===== src/rtl/ram_nr_nw.sv =====
// ram_nr_nw: multi-port register-file RAM with a per-entry ready flag.
//
// Each entry holds DATA_WIDTH bits of data and a ready flag. A write stores
// data and sets ready. An alloc clears ready, and an alloc beats a same-cycle
// write to the same entry. Reads are combinational.
//
// Parameters:
//   DATA_WIDTH - entry data width in bits
//   ENTRIES    - number of entries (ENTRIES <= 2**ADDR_WIDTH)
//   ADDR_WIDTH - address width
//   NUM_RD     - number of read ports (>= 1)
//   NUM_WR     - number of write ports (>= 1)
//
// Ports:
//   clk          - clock; all state updates on the rising edge
//   rst          - asynchronous active-low reset (data -> 0, ready -> 1)
//   wr_en_i      - per-write-port enable
//   wr_addr_i    - write addresses, port k in slice k
//   wr_data_i    - write data, port k in slice k
//   alloc_en_i   - allocate (clear ready of) alloc_addr_i
//   alloc_addr_i - entry to allocate
//   rd_en_i      - per-read-port enable
//   rd_addr_i    - read addresses, port j in slice j
//   rd_data_o    - read data; 0 if disabled or out of range
//   rd_ready_o   - read ready flag; 0 if disabled or out of range
//
// Build option:
//   RAM_NR_NW_BYPASS_EN - when defined, a read of an entry that is being
//   written in the same cycle returns the write data with ready = 1.
module ram_nr_nw #(
  parameter int unsigned DATA_WIDTH = 32,
  parameter int unsigned ENTRIES    = 32,
  parameter int unsigned ADDR_WIDTH = 5,
  parameter int unsigned NUM_RD     = 4,
  parameter int unsigned NUM_WR     = 2
) (
  input  logic                           clk,
  input  logic                           rst,
  input  logic [NUM_WR-1:0]              wr_en_i,
  input  logic [NUM_WR*ADDR_WIDTH-1:0]   wr_addr_i,
  input  logic [NUM_WR*DATA_WIDTH-1:0]   wr_data_i,
  input  logic                           alloc_en_i,
  input  logic [ADDR_WIDTH-1:0]          alloc_addr_i,
  input  logic [NUM_RD-1:0]              rd_en_i,
  input  logic [NUM_RD*ADDR_WIDTH-1:0]   rd_addr_i,
  output logic [NUM_RD*DATA_WIDTH-1:0]   rd_data_o,
  output logic [NUM_RD-1:0]              rd_ready_o
);

  logic [DATA_WIDTH-1:0] data_q [ENTRIES];
  logic [DATA_WIDTH-1:0] data_d [ENTRIES];
  logic [ENTRIES-1:0]    ready_q;
  logic [ENTRIES-1:0]    ready_d;

  // Next state. Entries are matched by exact address compare, so any
  // address >= ENTRIES matches nothing and is ignored. Later (higher-index)
  // write ports override earlier ones; alloc is applied last so it wins.
  always_comb begin
    for (int e = 0; e < int'(ENTRIES); e++) begin
      data_d[e] = data_q[e];
    end
    ready_d = ready_q;
    for (int e = 0; e < int'(ENTRIES); e++) begin
      for (int k = 0; k < int'(NUM_WR); k++) begin
        if (wr_en_i[k] && (wr_addr_i[k*ADDR_WIDTH +: ADDR_WIDTH] == ADDR_WIDTH'(e))) begin
          data_d[e]  = wr_data_i[k*DATA_WIDTH +: DATA_WIDTH];
          ready_d[e] = 1'b1;
        end
      end
      if (alloc_en_i && (alloc_addr_i == ADDR_WIDTH'(e))) begin
        ready_d[e] = 1'b0;
      end
    end
  end

  // Storage; reset clears data and marks every entry ready.
  always_ff @(posedge clk or negedge rst) begin
    if (!rst) begin
      for (int e = 0; e < int'(ENTRIES); e++) begin
        data_q[e] <= '0;
      end
      ready_q <= '1;
    end else begin
      for (int e = 0; e < int'(ENTRIES); e++) begin
        data_q[e] <= data_d[e];
      end
      ready_q <= ready_d;
    end
  end

  // Combinational read ports.
  always_comb begin
    rd_data_o  = '0;
    rd_ready_o = '0;
    for (int j = 0; j < int'(NUM_RD); j++) begin
      if (rd_en_i[j]) begin
        for (int e = 0; e < int'(ENTRIES); e++) begin
          if (rd_addr_i[j*ADDR_WIDTH +: ADDR_WIDTH] == ADDR_WIDTH'(e)) begin
            rd_data_o[j*DATA_WIDTH +: DATA_WIDTH] = data_q[e];
            rd_ready_o[j]                         = ready_q[e];
`ifdef RAM_NR_NW_BYPASS_EN
            // Forward same-cycle write data; highest matching port wins.
            // A concurrent alloc is deliberately not reflected here.
            for (int k = 0; k < int'(NUM_WR); k++) begin
              if (rst && wr_en_i[k] &&
                  (wr_addr_i[k*ADDR_WIDTH +: ADDR_WIDTH] == ADDR_WIDTH'(e))) begin
                rd_data_o[j*DATA_WIDTH +: DATA_WIDTH] = wr_data_i[k*DATA_WIDTH +: DATA_WIDTH];
                rd_ready_o[j]                         = 1'b1;
              end
            end
`endif
          end
        end
      end
    end
  end

endmodule


===== config.mk =====
export PLATFORM = sky130hd
export DESIGN_NAME = ram_nr_nw
export DESIGN_NICKNAME = d
export VERILOG_FILES = /design/src/rtl/ram_nr_nw.sv
export SDC_FILE = /design/constraint.sdc
export NUM_CORES = 2
export LEC_CHECK = 0
export CAP_MARGIN = 20
export CORE_MARGIN = 5
export CORE_UTILIZATION = 34
export CTS_BUF_LIST = sky130_fd_sc_hd__clkbuf_4
export DETAILED_ROUTE_END_ITERATION = 12
export PLACE_DENSITY = 0.47
export SYNTH_ARGS = -nofsm -noshare
export SYNTH_HDL_FRONTEND = slang
export SYNTH_SLANG_ARGS = --single-unit
export TNS_END_PERCENT = 50

===== constraint.sdc =====
create_clock -name clk -period 2.98 [get_ports clk]
set_input_delay 0.447 -clock clk [delete_from_list [all_inputs] [get_ports clk]]
set_output_delay 0.447 -clock clk [all_outputs]
set_load 0.02 [all_outputs]

==> results by group, run 1 <==
Logic synthesis
  • Yosys reg bits: 1056
  • Cells after Synth: 10326
  • Post-synthesis cell type count: 89
  • Register area share after synthesis: 0.3202
  • Asr flop ratio synth: 1.000
  • Post-synth EDFFs: 0
  • Avg Synthesized Cell Area: 8.004 um2
  • Post-Syn Nets: about 10000
  • Post-synthesis cell area: 82650 um2
  • Ys flop type: dfrtp_1
  • Syn. warnings: 0

GRT
  • Total grt overflow: 102
  • Vias in the first global route: approximately 130k
  • Pin count of the biggest net entering global routing: 86
  • First-pass GRT wire length: 1295000 um
  • Total GRT Usage: 0.7616

Clock network
  • Sink Count: 1056
  • Htree depth: 5
  • CTS Buf Count: approximately 340
  • Clk buf depth: 4
  • CTS Root Buffer Type: clkbuf_4

Die
  • IO Pins: between 200 and 250
  • Die Wd: about 500 um
  • Initial core utilization: 0.3408
  • Die Y: 503.1 um
  • Row cnt: approximately 180

Placed design
  • Detail Placement HPWL: 708000 um
  • RD Place Congestion: 1.283
  • PortBufs: 239

Outcome
  • Err: [ERROR GRT-0116] Global routing finished with congestion. Check the congestion regions in the DRC Viewer.
  • Stage reached: 5_1_grt
  • Status: stopped before the end
-- logic make-up after synthesis --
| group | count (synthesis) | share of synthesized area |
|---|---|---|
| AOI/OAI and AO/OA | 3942 | 0.3087 |
| xor gates and xnor gates | 1 | 0.0001060 |
| buffers and inverters | 1170 | 0.05875 |
| DFF | 1056 | 0.3202 |
| muxes | 1244 | 0.1568 |
| and+or+nand+nor | 2913 | 0.1555 |
-- stage by stage --
| stage | hold slack (ps) | cells | setup TNS [ps] | cell area (um2) | setup WS [ps] |
|---|---|---|---|---|---|
| after global placement | 423.5 | 15747 | -144630 | 113800 | -1834 |
| after detailed placement | 425.2 | 15750 | -148050 | 113800 | -1822 |
| after floorplan | 151.4 | 10326 | -49.11 | 82670 | -20.90 |
| after CTS | 1.858 | 16426 | -138280 | 123000 | -1411 |
-- synth_stat cells, types with 116 or more instances --
cell type	n	area share
a22oi_1	719	0.065
nand4_1	116	0.0088
a21oi_1	754	0.046
nor3_1	122	0.0074
mux2i_1	1144	0.14
dfrtp_1	1024	0.31
o21ai_0	1256	0.076
nor2_1	758	0.034
nand2_1	1340	0.061
a22o_1	129	0.014
clkbuf_1	747	0.034
nand3_1	182	0.011
a221oi_1	183	0.019
buf_2	310	0.019
-- layer usage --
layer	GRT overflow	global-route usage
met3	2	0.6310
met4	51	0.7214
met1	2	0.7879
met2	46	0.8893
met5	1	0.3561
-- repair_timing --
item | 4_1_cts
gates resized for setup | 992
gates cloned | 0
hold buffers | 54
pin swaps | 300
setup buffers | 86
setup endpoints to repair | 132
endpoints found under the hold margin | 1666
==> inputs of run 2 (changes only) <==
- CORE_UTILIZATION: 34 -> 20
- CTS_BUF_LIST: sky130_fd_sc_hd__clkbuf_4 -> not set
- PLACE_DENSITY: 0.47 -> not set
- PLACE_DENSITY_LB_ADDON: not set -> 0.15
==> run 2 against run 1 <==
  * The flow now finishes, with violations (negative setup slack)
  * Area after synthesis unchanged
  * Synthesized cell count stayed put
==> results by group, run 2 <==
Outcome
  • Status: finished with violations
  • Failing checks: negative setup slack

Clock network
  • CTS Root Buffer Type: clkbuf_16
  • Clk buf depth: 4 (unchanged)
  • Worst skew pair latency: 930 ps
  • Clock transition at the registers of the reported paths: 60 ps
  • Sink Count: 1056 (unchanged)
  • CTS tree: done
  • CTS Buf Count: 163 (-52%)
  • Htree depth: 4 (-1)

GRT
  • First-pass GRT wire length: 1441000 um
  • Initial antenna violation count: a little over 200
  • Pin count of the biggest net entering global routing: 96
  • Total grt overflow: 0
  • Vias in the first global route: 115929
  • Total GRT Usage: 0.5297

Layout
  • FF+latch area: 26600 um2
  • Max reg flops: 1024
  • Filler Cell Count: 42582
  • Nets: 13820
  • Register bank with the most flops: data_q
  • Most common cell after layout, fill and taps aside: buf_4
  • Regs by FF count: data_q (1024), ready_q (32)
  • Layout cells sized above 1: 0.4200
  • Layout area overhead: 73.35%
  • Final Cell Area: roughly 140000 um2
  • Footprint of the multi-input gates: 58970 um2
  • Commonest non-fill, non-tap cells in the layout: 2961 x buf_4, 1272 x nand2_1, 1179 x o21ai_0

Logic synthesis
  • Top post-synthesis cells by count: 1340 x nand2_1, 1256 x o21ai_0, 1144 x mux2i_1
  • Syn. warnings: 0 (unchanged)
  • Post-synthesis cell area: 82650 um2 (unchanged)
  • Top cells by area, synth: dfrtp_1 31%, mux2i_1 14%, o21ai_0 7.6%
  • Avg Synthesized Cell Area: 8.004 um2 (unchanged)
  • Area share of the largest cell type after synthesis: 0.3100 (unchanged)
  • Register area share after synthesis: 0.3202 (unchanged)
  • Cells after Synth: 10326 (unchanged)
  • Post-synthesis cell type count: 89 (unchanged)
  • Asr flop ratio synth: 1.000 (unchanged)
  • Post-Syn Nets: 10434 (unchanged)
  • Yosys reg bits: 1056 (unchanged)
  • Ys flop type: dfrtp_1
  • Leading area contributor after synthesis: dfrtp_1
  • Post-synth EDFFs: 0 (unchanged)
  • Most frequent cell after synthesis: nand2_1

Timing
  • Slew headroom: 0.1252
  • Max Fclk: 219.7 MHz
  • Hold Vio Cnt, Final: 0
  • Min cycle time layout: roughly 4600 ps
  • Final setup viols: between 100 and 150
  • Fin crit share: 1.528
  • Unrepaired setup endpoints after global routing: true
  • Setup WS post-layout: -1572 ps
  • Worst Skew: 0 ps
  • Setup tns final: -109800 ps
  • Actual slew at the worst max-slew pin: 1312 ps
  • Max-slew violations: 0

Critical path
  • CP Capture Type: output pin
  • CP Launch Type: flop
  • Critical path fanouts, max: 4
  • Crit path required time: 2530 ps
  • Crit path DAT: 4110 ps
  • Crit Path Class: flop to output pin

Placed design
  • Detail Placement HPWL: 935000 um (+32%)
  • Placed Instance Area: 123800 um2 (+8.8%)
  • RD Place Congestion: 1.140 (-11%)
  • Pre-CTS setup slack: -2428 ps (-605.8 ps)
  • PortBufs: 239 (unchanged)

Power
  • Leakage: 60.28 nW
  • Pwr Density: 589.2 nW/um2
  • Peak VDD IR: 0.4550 mV

Route
  • WL per Instance: 60.95 um
  • Final wirelength: 1185000 um
  • DRC viols: 0
  • Drt pass-1 iters: 10
  • Drt initial violations: 22263
  • DRT antenna net count: 0
  • Vias/cell: between 6 and 7
  • Vias: 127897

Die
  • Total Die Area: 426200 um2
  • Die Wd: 652.9 um (+30%)
  • Die Y: 652.9 um (+30%)
  • Row cnt: 236 (+30%)
  • IO Pins: 240 (unchanged)
  • Initial core utilization: 0.2004 (-0.1404)
  • Core Area: 412500 um2

Run
  • MaxCap Viol Count: 0

Min path
  • Worst Hold Class: primary input to flop
-- run 2: final cells by class --
class | count | share of cell area
Antenna cell | 131 | 0.002288
Inverter | 40 | 0.001109
Timing Repair Buffer | 4351 | 0.3135
Tap cell | 5474 | 0.04780
Clock buffer | 232 | 0.03316
Sequential cell | 1056 | 0.1856
Clock inverter | 56 | 0.004969
Multi-Input combinational cell | 8100 | 0.4115
-- run 2: final timing paths --
kind                                 endpoint  cells after the start           from  slack (ps)
max in group asynchronous          ready_q[7]                      4            rst        1380
worst max-delay path            rd_data_o[77]                      9    data_q[941]       -1570
worst min register to register     ready_q[4]                      2     ready_q[4]         580
worst min-delay path              data_q[944]                      4  wr_data_i[16]          30
min in group asynchronous         data_q[620]                      2            rst         140
worst max register to register    data_q[197]                      4    data_q[197]        1340
-- run 2: through the flow --
stage	hold slack, ps	util	instances	total power, mW
floorplan	151.4	-	10326	30.17
global placement	473.8	0.3000	18629	57.07
detailed placement	481.8	0.3002	18638	57.09
CTS	7.338	0.3309	19101	80.42
global route	51.41	0.3466	19326	83.93
finish	30.37	0.3473	19440	84.42
-- run 2: layer usage --
metal	track usage	routed length [um]	vias to the layer above
li1	-	-	46030
met2	0.7351	461500	12565
met3	0.1956	141200	3901
met4	0.4933	142900	74
met1	0.6263	438600	65327
met5	0	544	-
-- run 2: report_power, final --
part | total, mW | internal, mW | switching (mW)
Clock | 21.5 | 12.2 | 9.32
Combinational | 36.7 | 14.0 | 22.7
Sequential | 26.2 | 18.2 | 8.05
Total | 84.4 | 44.3 | 40.1
-- run 2: cell families (layout without fill, tap and decap cells) --
logic type,count (synthesis),after routing,share of synthesized area
other cells,0,131,0
xor+xnor,1,1,0.0001060
simple gates,2913,2913,0.1555
buf+inv,1170,4679,0.05875
compound gates,3942,3942,0.3087
mux,1244,1244,0.1568
flops,1056,1056,0.3202
-- run 2: timing repair --
action | 4_1_cts | 5_1_grt
setup buffers | 227 | 266
hold buffers | 11 | 0
gates resized for setup | 1321 | 1041
endpoints found under the hold margin | 297 | 0
pin swaps | 326 | 329
setup endpoints to repair | 132 | 132
gates cloned | 4 | 5
-- run 2: critical path, cell delays in order (launching register included) --
cell and delay (ps):
dfrtp_2 540, buf_6 170, a222oi_1 1020, buf_4 280, o2111ai_4 140, nor4_4 320
buf_4 240, o31a_1 190, nor3_4 90, buf_6 160
No activity file was read; power rests on OpenSTA's default activity.
